`config.mk`:
```
export PLATFORM = sky130hd
export DESIGN_NAME = fu_writeback_arb_flat
export DESIGN_NICKNAME = d
export VERILOG_FILES = /design/src/rtl/fu_writeback_arb_if.sv /design/src/rtl/fu_writeback_arb.sv /design/src/flat_wrapper.sv
export SDC_FILE = /design/constraint.sdc
export NUM_CORES = 2
export LEC_CHECK = 0
export CAP_MARGIN = 20
export CORE_MARGIN = 2
export CORE_UTILIZATION = 36
export DETAILED_ROUTE_END_ITERATION = 8
export HOLD_SLACK_MARGIN = 0.08
export SLEW_MARGIN = 20
export SYNTH_ARGS = -nofsm -noshare
export SYNTH_HDL_FRONTEND = slang
export SYNTH_SLANG_ARGS = --single-unit
```
`constraint.sdc`:
```
create_clock -name clk -period 8.5 [get_ports clk]
set_input_delay 1.7 -clock clk [delete_from_list [all_inputs] [get_ports clk]]
set_output_delay 1.7 -clock clk [all_outputs]
set_load 0.005 [all_outputs]
```
`src/rtl/fu_writeback_arb_if.sv`:
```
// Writeback arbiter bus: FU result bundles in, one registered writeback
// bundle out, plus per-FU stall and the sticky overflow flag.
interface fu_writeback_arb_if #(
    parameter int FU_COUNT     = 4,
    parameter int INST_ID_BITS = 6,
    parameter int PRN_BITS     = 6,
    parameter int MAX_OPERANDS = 3
);
    localparam int FU_IDX_BITS = (FU_COUNT > 1) ? $clog2(FU_COUNT) : 1;

    logic [FU_COUNT-1:0]     fu_out_valid;
    logic [INST_ID_BITS-1:0] fu_out_inst_id    [FU_COUNT];
    logic [PRN_BITS-1:0]     fu_out_prn        [FU_COUNT][MAX_OPERANDS];
    logic [63:0]             fu_out_data       [FU_COUNT][MAX_OPERANDS];
    logic [MAX_OPERANDS-1:0] fu_out_data_valid [FU_COUNT];
    logic [FU_COUNT-1:0]     fu_stall;

    logic                    wb_ready;
    logic                    wb_valid;
    logic [FU_IDX_BITS-1:0]  wb_fu_idx;
    logic [INST_ID_BITS-1:0] wb_inst_id;
    logic [PRN_BITS-1:0]     wb_prn  [MAX_OPERANDS];
    logic [63:0]             wb_data [MAX_OPERANDS];
    logic [MAX_OPERANDS-1:0] wb_data_valid;
    logic                    overflow_err;

    // Driver side: FU wrappers and the writeback consumer.
    modport master (
        output fu_out_valid, fu_out_inst_id, fu_out_prn, fu_out_data, fu_out_data_valid,
        output wb_ready,
        input  fu_stall, wb_valid, wb_fu_idx, wb_inst_id, wb_prn, wb_data, wb_data_valid,
        input  overflow_err
    );

    // Arbiter side.
    modport slave (
        input  fu_out_valid, fu_out_inst_id, fu_out_prn, fu_out_data, fu_out_data_valid,
        input  wb_ready,
        output fu_stall, wb_valid, wb_fu_idx, wb_inst_id, wb_prn, wb_data, wb_data_valid,
        output overflow_err
    );
endinterface

```
`src/rtl/fu_writeback_arb.sv`:
```
// Writeback arbiter: per-FU result FIFOs feeding a single registered
// writeback port, granted round-robin, with valid/ready backpressure.
// A pushed bundle becomes visible to the arbiter only once it sits in the
// FIFO (no bypass), so the minimum path is FIFO register then wb register.
module fu_writeback_arb #(
    parameter int FU_COUNT     = 4,
    parameter int INST_ID_BITS = 6,
    parameter int PRN_BITS     = 6,
    parameter int MAX_OPERANDS = 3,
    parameter int BUF_DEPTH    = 4,
    parameter int STALL_MARGIN = 2
) (
    input  logic                clk,
    input  logic                rst,
    fu_writeback_arb_if.slave   bus
);
    localparam int FU_IDX_BITS = (FU_COUNT > 1) ? $clog2(FU_COUNT) : 1;
    localparam int PTR_BITS    = $clog2(BUF_DEPTH);
    localparam int CNT_BITS    = PTR_BITS + 1;

    localparam logic [CNT_BITS-1:0]    DEPTH_C  = CNT_BITS'(BUF_DEPTH);
    localparam logic [CNT_BITS-1:0]    MARGIN_C = CNT_BITS'(STALL_MARGIN);
    localparam logic [FU_IDX_BITS-1:0] LAST_FU  = FU_IDX_BITS'(FU_COUNT - 1);

    // FIFO payload storage; contents are don't-care while a slot is empty.
    logic [INST_ID_BITS-1:0] mem_inst_id [FU_COUNT][BUF_DEPTH];
    logic [PRN_BITS-1:0]     mem_prn     [FU_COUNT][BUF_DEPTH][MAX_OPERANDS];
    logic [63:0]             mem_data    [FU_COUNT][BUF_DEPTH][MAX_OPERANDS];
    logic [MAX_OPERANDS-1:0] mem_dv      [FU_COUNT][BUF_DEPTH];

    logic [PTR_BITS-1:0] rd_ptr_q [FU_COUNT];
    logic [PTR_BITS-1:0] wr_ptr_q [FU_COUNT];
    logic [CNT_BITS-1:0] count_q  [FU_COUNT];

    logic [FU_COUNT-1:0]    empty;
    logic [FU_COUNT-1:0]    full;
    logic [FU_COUNT-1:0]    pop;
    logic [FU_COUNT-1:0]    push_acc;
    logic [FU_COUNT-1:0]    push_drop;
    logic [FU_IDX_BITS-1:0] rr_ptr_q;
    logic [FU_IDX_BITS-1:0] grant_idx;
    logic [FU_IDX_BITS-1:0] cand_idx;
    logic                   grant_found;
    logic                   adv;
    int                     cand;

    assign adv = !bus.wb_valid || bus.wb_ready;

    // FIFO occupancy flags and stall, all from the registered count.
    always_comb begin
        empty        = '0;
        full         = '0;
        bus.fu_stall = '0;
        for (int i = 0; i < FU_COUNT; i++) begin
            empty[i]        = (count_q[i] == '0);
            full[i]         = (count_q[i] == DEPTH_C);
            bus.fu_stall[i] = ((DEPTH_C - count_q[i]) <= MARGIN_C);
        end
    end

    // Round-robin pick: first non-empty FIFO at or after rr_ptr, wrapping.
    always_comb begin
        grant_found = 1'b0;
        grant_idx   = '0;
        cand        = 0;
        cand_idx    = '0;
        for (int k = 0; k < FU_COUNT; k++) begin
            cand     = (int'(rr_ptr_q) + k) % FU_COUNT;
            cand_idx = FU_IDX_BITS'(cand);
            if (!grant_found && !empty[cand_idx]) begin
                grant_found = 1'b1;
                grant_idx   = cand_idx;
            end
        end
    end

    // Pop only the granted FIFO; a full FIFO still accepts if it pops this cycle.
    always_comb begin
        pop       = '0;
        push_acc  = '0;
        push_drop = '0;
        for (int i = 0; i < FU_COUNT; i++) begin
            pop[i]       = adv && grant_found && (grant_idx == FU_IDX_BITS'(i));
            push_acc[i]  = bus.fu_out_valid[i] && (!full[i] || pop[i]);
            push_drop[i] = bus.fu_out_valid[i] && full[i] && !pop[i];
        end
    end

    // Per-FIFO pointers and occupancy.
    always_ff @(posedge clk or negedge rst) begin
        if (!rst) begin
            for (int i = 0; i < FU_COUNT; i++) begin
                rd_ptr_q[i] <= '0;
                wr_ptr_q[i] <= '0;
                count_q[i]  <= '0;
            end
        end else begin
            for (int i = 0; i < FU_COUNT; i++) begin
                if (push_acc[i]) wr_ptr_q[i] <= wr_ptr_q[i] + PTR_BITS'(1);
                if (pop[i])      rd_ptr_q[i] <= rd_ptr_q[i] + PTR_BITS'(1);
                count_q[i] <= count_q[i] + CNT_BITS'(push_acc[i]) - CNT_BITS'(pop[i]);
            end
        end
    end

    // Payload write at the tail; needs no reset since count gates every read.
    always_ff @(posedge clk) begin
        for (int i = 0; i < FU_COUNT; i++) begin
            if (push_acc[i]) begin
                mem_inst_id[i][wr_ptr_q[i]] <= bus.fu_out_inst_id[i];
                mem_dv[i][wr_ptr_q[i]]      <= bus.fu_out_data_valid[i];
                for (int j = 0; j < MAX_OPERANDS; j++) begin
                    mem_prn[i][wr_ptr_q[i]][j]  <= bus.fu_out_prn[i][j];
                    mem_data[i][wr_ptr_q[i]][j] <= bus.fu_out_data[i][j];
                end
            end
        end
    end

    // Writeback register, round-robin pointer and sticky overflow flag.
    always_ff @(posedge clk or negedge rst) begin
        if (!rst) begin
            bus.wb_valid      <= 1'b0;
            bus.wb_fu_idx     <= '0;
            bus.wb_inst_id    <= '0;
            bus.wb_data_valid <= '0;
            for (int j = 0; j < MAX_OPERANDS; j++) begin
                bus.wb_prn[j]  <= '0;
                bus.wb_data[j] <= '0;
            end
            rr_ptr_q         <= '0;
            bus.overflow_err <= 1'b0;
        end else begin
            if (|push_drop) bus.overflow_err <= 1'b1;
            if (adv) begin
                if (grant_found) begin
                    bus.wb_valid      <= 1'b1;
                    bus.wb_fu_idx     <= grant_idx;
                    bus.wb_inst_id    <= mem_inst_id[grant_idx][rd_ptr_q[grant_idx]];
                    bus.wb_data_valid <= mem_dv[grant_idx][rd_ptr_q[grant_idx]];
                    for (int j = 0; j < MAX_OPERANDS; j++) begin
                        bus.wb_prn[j]  <= mem_prn[grant_idx][rd_ptr_q[grant_idx]][j];
                        bus.wb_data[j] <= mem_data[grant_idx][rd_ptr_q[grant_idx]][j];
                    end
                    rr_ptr_q <= (grant_idx == LAST_FU) ? '0 : grant_idx + FU_IDX_BITS'(1);
                end else begin
                    bus.wb_valid <= 1'b0;
                end
            end
        end
    end
endmodule

```
`src/flat_wrapper.sv`:
```
// flat-port wrapper written by rule: the top's interface ports become plain ports
module fu_writeback_arb_flat 
#(
    parameter int FU_COUNT     = 4,
    parameter int INST_ID_BITS = 6,
    parameter int PRN_BITS     = 6,
    parameter int MAX_OPERANDS = 3,
    parameter int BUF_DEPTH    = 4,
    parameter int STALL_MARGIN = 2
)
  (clk, rst, bus_fu_out_valid, bus_fu_out_inst_id, bus_fu_out_prn, bus_fu_out_data, bus_fu_out_data_valid, bus_wb_ready, bus_fu_stall, bus_wb_valid, bus_wb_fu_idx, bus_wb_inst_id, bus_wb_prn, bus_wb_data, bus_wb_data_valid, bus_overflow_err);
  fu_writeback_arb_if #(.FU_COUNT(FU_COUNT), .INST_ID_BITS(INST_ID_BITS), .PRN_BITS(PRN_BITS), .MAX_OPERANDS(MAX_OPERANDS)) bus_i ();
  input  logic clk;
  input  logic rst;
  input wire logic [$bits(bus_i.fu_out_valid)-1:0] bus_fu_out_valid;
  input wire logic [$bits(bus_i.fu_out_inst_id)-1:0] bus_fu_out_inst_id;
  input wire logic [$bits(bus_i.fu_out_prn)-1:0] bus_fu_out_prn;
  input wire logic [$bits(bus_i.fu_out_data)-1:0] bus_fu_out_data;
  input wire logic [$bits(bus_i.fu_out_data_valid)-1:0] bus_fu_out_data_valid;
  input wire logic [$bits(bus_i.wb_ready)-1:0] bus_wb_ready;
  output wire logic [$bits(bus_i.fu_stall)-1:0] bus_fu_stall;
  output wire logic [$bits(bus_i.wb_valid)-1:0] bus_wb_valid;
  output wire logic [$bits(bus_i.wb_fu_idx)-1:0] bus_wb_fu_idx;
  output wire logic [$bits(bus_i.wb_inst_id)-1:0] bus_wb_inst_id;
  output wire logic [$bits(bus_i.wb_prn)-1:0] bus_wb_prn;
  output wire logic [$bits(bus_i.wb_data)-1:0] bus_wb_data;
  output wire logic [$bits(bus_i.wb_data_valid)-1:0] bus_wb_data_valid;
  output wire logic [$bits(bus_i.overflow_err)-1:0] bus_overflow_err;
  assign bus_i.fu_out_valid = bus_fu_out_valid;
  assign bus_i.fu_out_inst_id = {>>{bus_fu_out_inst_id}};
  assign bus_i.fu_out_prn = {>>{bus_fu_out_prn}};
  assign bus_i.fu_out_data = {>>{bus_fu_out_data}};
  assign bus_i.fu_out_data_valid = {>>{bus_fu_out_data_valid}};
  assign bus_i.wb_ready = bus_wb_ready;
  assign bus_fu_stall = bus_i.fu_stall;
  assign bus_wb_valid = bus_i.wb_valid;
  assign bus_wb_fu_idx = bus_i.wb_fu_idx;
  assign bus_wb_inst_id = bus_i.wb_inst_id;
  assign bus_wb_prn = {>>{bus_i.wb_prn}};
  assign bus_wb_data = {>>{bus_i.wb_data}};
  assign bus_wb_data_valid = bus_i.wb_data_valid;
  assign bus_overflow_err = bus_i.overflow_err;
  fu_writeback_arb #(.FU_COUNT(FU_COUNT), .INST_ID_BITS(INST_ID_BITS), .PRN_BITS(PRN_BITS), .MAX_OPERANDS(MAX_OPERANDS), .BUF_DEPTH(BUF_DEPTH), .STALL_MARGIN(STALL_MARGIN)) u_core (.clk(clk), .rst(rst), .bus(bus_i));
endmodule
```
==> reports/qor.csv <==
metric;value;unit
synth-edff-count;3504;
drt-total-wl;562;mm
slew-limit-headroom;13.8;%
fin_skew;0.0582;ns
p_sw_share;43.8;%
drcViolationCount;0;
synth_top_area_share;70.7;%
whs_endpoint;u_core.rd_ptr_q[0];
intPower;44400;uW
tightest_slew;1.29;ns
syn_inst;10200;
cp.required;9.06;ns
synth_common_cells;edfxtp_1, nand3_1, o21ai_0, clkbuf_1, a21oi_1;
fmax;160;MHz
reg2reg_depth;12;
sequentialPowerShare;33.4;%
synth_ff_type;edfxtp_1;
p_per_area;440;nW/um2
hold_buffers;0;
cp_data_arrival_time;6.81;ns
drtIter0Drc;14000;
finish.utilization;43.5;%
area_growth;20.6;%
final_max_slew_viol_count;0;
min_path_type;reg -> reg;
crit_family;simple AND/OR/NAND/NOR gates;
power_frac_comb;44.4;%
ant_nets;0;
clk_pin_slew;0.06;ns
ir_drop;0.798;mV
routedWlPerCell;33.3;um
io_buffers;1109;
synth-compound-area-share;10.5;%
synth_area_per_cell;14.6;um2
endpoint_kind;flop;
synth_async_sr_flop_share;6.73;%
grt_pass1_vias;99100;
place.gp.congestion;0.866;
critPathSlowestCell;inv_8;
cts_resized;0;
die-area;419000;um2
dpl.hpwl;333;mm
hold_start;u_core.rd_ptr_q[0];
cp_max_fo;125;
cts_buffer_depth;4;
postCtsSetupBuffers;0;
yosysMostFrequentCell;edfxtp_1;
r2r-end;u_core.mem_data[2][19];
cts_buffers;396;
gr-total-overflow;0;
htree_levels;5;
cts_sinks;3757;
io_pins;1110;
status;finished, final reports clean;
start_util;36.1;%
synthAdderAreaFrac;0.432;%
grt_use_total;25.8;%
syn-num-nets;11100;
grt_setup_unrepaired;false;
synthMuxAreaShare;3.47;%
core;413000;um2
path_cells;inv_1 -> ha_1 -> ha_1 -> nor2b_1 -> o21ai_1 -> a32o_1 -> nand2_4 -> inv_8 -> nand3_1 -> a21boi_1 -> and2_4 -> buf_12;
worst_path_largest_cell_delay;0.97;ns
die_h;647;um
dr.pass1.iters;6;
synth_top_family_by_area;compound AO/OA/AOI/OAI gates;
timing.rr.start;u_core.count_q[4];
total_power;79000;uW
start_kind;flop;
fp.dieW;647;um
clk_latency;0.98;ns
fin_crit_sh;73.5;%
instances_no_fill;16900;
cts_tree;built;
vias_per_cell;6.08;
synth_xor_area_share;0.118;%
setup-tns-final;0;ns
drv_cap;0;
yosysUniqueCellTypes;48;
synth_seq_cells;3757;
num_rows;236;
clkPwrFrac;22.2;%
synthesis.area;149000;um2
power_switching;34600;uW
holdPathStages;1;
dp_cells;16000;
path_buf_inv;3;
yosys_warnings;0;
via_count;103000;
final_nets;11900;
grt_pass1_wl;774;mm
final_layout_size_suffix_gt1_share;11.6;%
fin_hold_ws;0.483;ns
cts_root_buf;clkbuf_16;
crit_top_cell;ha_1;
synth_simple_gate_area_share;7.95;%
finalCriticalPeriod;6.25;ns
post-synth-top-area-cell;edfxtp_1;
rrSetupSlack;2.25;ns
synth.area.top_cells;edfxtp_1, nand3_1, o21ai_0;
setup_viol;0;
p_leak;0.0561;uW
hold_viol;0;
grt_max_degree;175;
critPathKind;reg -> reg;
synth-seq-area-share;74.9;%
antenna_found_initial;256;
[sequential cells by signal, indices dropped and copies added (netlist names), 2 cells and up]
register	flops
u_core.mem_prn	288
u_core.count_q	12
u_core.mem_inst_id	96
u_core.rr_ptr_q	2
u_core.bus.wb_prn	18
u_core.mem_dv	48
u_core.wr_ptr_q	8
u_core.rd_ptr_q	8
u_core.bus.wb_inst_id	6
u_core.bus.wb_data	192
u_core.bus.wb_data_valid	3
u_core.mem_data	3072
u_core.bus.wb_fu_idx	2
[layer usage]
metal | wire, um | track usage [%] | up-vias
met5 | 570 | 0 | -
met4 | 36800 | 16.5 | 86
met3 | 53700 | 5.51 | 1246
met2 | 261000 | 40.6 | 6780
met1 | 210000 | 32.5 | 52400
li1 | - | - | 42300
[how the worst max path moves through the flow]
stage,startpoint,end,depth (start not counted)
floorplan,bus_wb_ready,u_core.mem_data[2][0],6
global placement,u_core.count_q[4],u_core.mem_data[2][706],12
detailed placement,u_core.count_q[4],u_core.mem_data[2][11],12
CTS,u_core.count_q[4],u_core.mem_data[2][204],12
global route,u_core.count_q[10],u_core.bus.wb_data_valid[2],13
finish,u_core.count_q[4],u_core.mem_data[2][19],12
[layout make-up]
type                       instances  area (um2)
fill                           36200      233000
sequential                      3757      112000
multi-input combinational       5426       33600
timing repair buffer            1319       13800
clock buffer                     528       10800
tap                             5474        6850
clock inverter                   213        2390
antenna                          150         375
inverter                          43         169
[logic make-up (layout without fill, tap and decap cells)]
group                    count (synthesis)  in the layout
AO/OA/AOI/OAI                         2663           2663
XOR/XNOR                                20             20
adder cells (fa/ha/maj)                 49             49
buffers and inverters                  991           2103
flip-flops                            3757           3757
multiplexers                           445            445
other                                    0            150
AND/OR/NAND/NOR                       2249           2249
[metrics by stage]
step           setup WS [ns]  instance area (um2)
2_1_floorplan          0.229               149000
3_3_place_gp            2.31               166000
3_5_place_dp            2.42               166000
4_1_cts                 2.32               179000
5_1_grt                 2.05               179000
6_report                2.25               180000
[cells in the final DEF, fill, tap and decap left out, types with 223 or more instances in the layout]
| cell type | count |
|---|---|
| dfrtp_1 | 253 |
| o21ai_0 | 1315 |
| nor2_1 | 223 |
| edfxtp_1 | 3504 |
| clkdlybuf4s50_1 | 1108 |
| clkbuf_16 | 396 |
| a21oi_1 | 660 |
| nand3_1 | 1319 |
| mux2_2 | 402 |
| a2111oi_0 | 389 |
| nand4_1 | 658 |
[power groups by stage]
stage,registers (uW),clock network [uW],logic [uW]
detailed placement,26700,0,34600
floorplan,26700,0,20000
global route,26600,18400,36800
global placement,26500,0,34100
CTS,26300,17700,34700
finish,26400,17500,35000
Power figures use the tool's default switching activity.
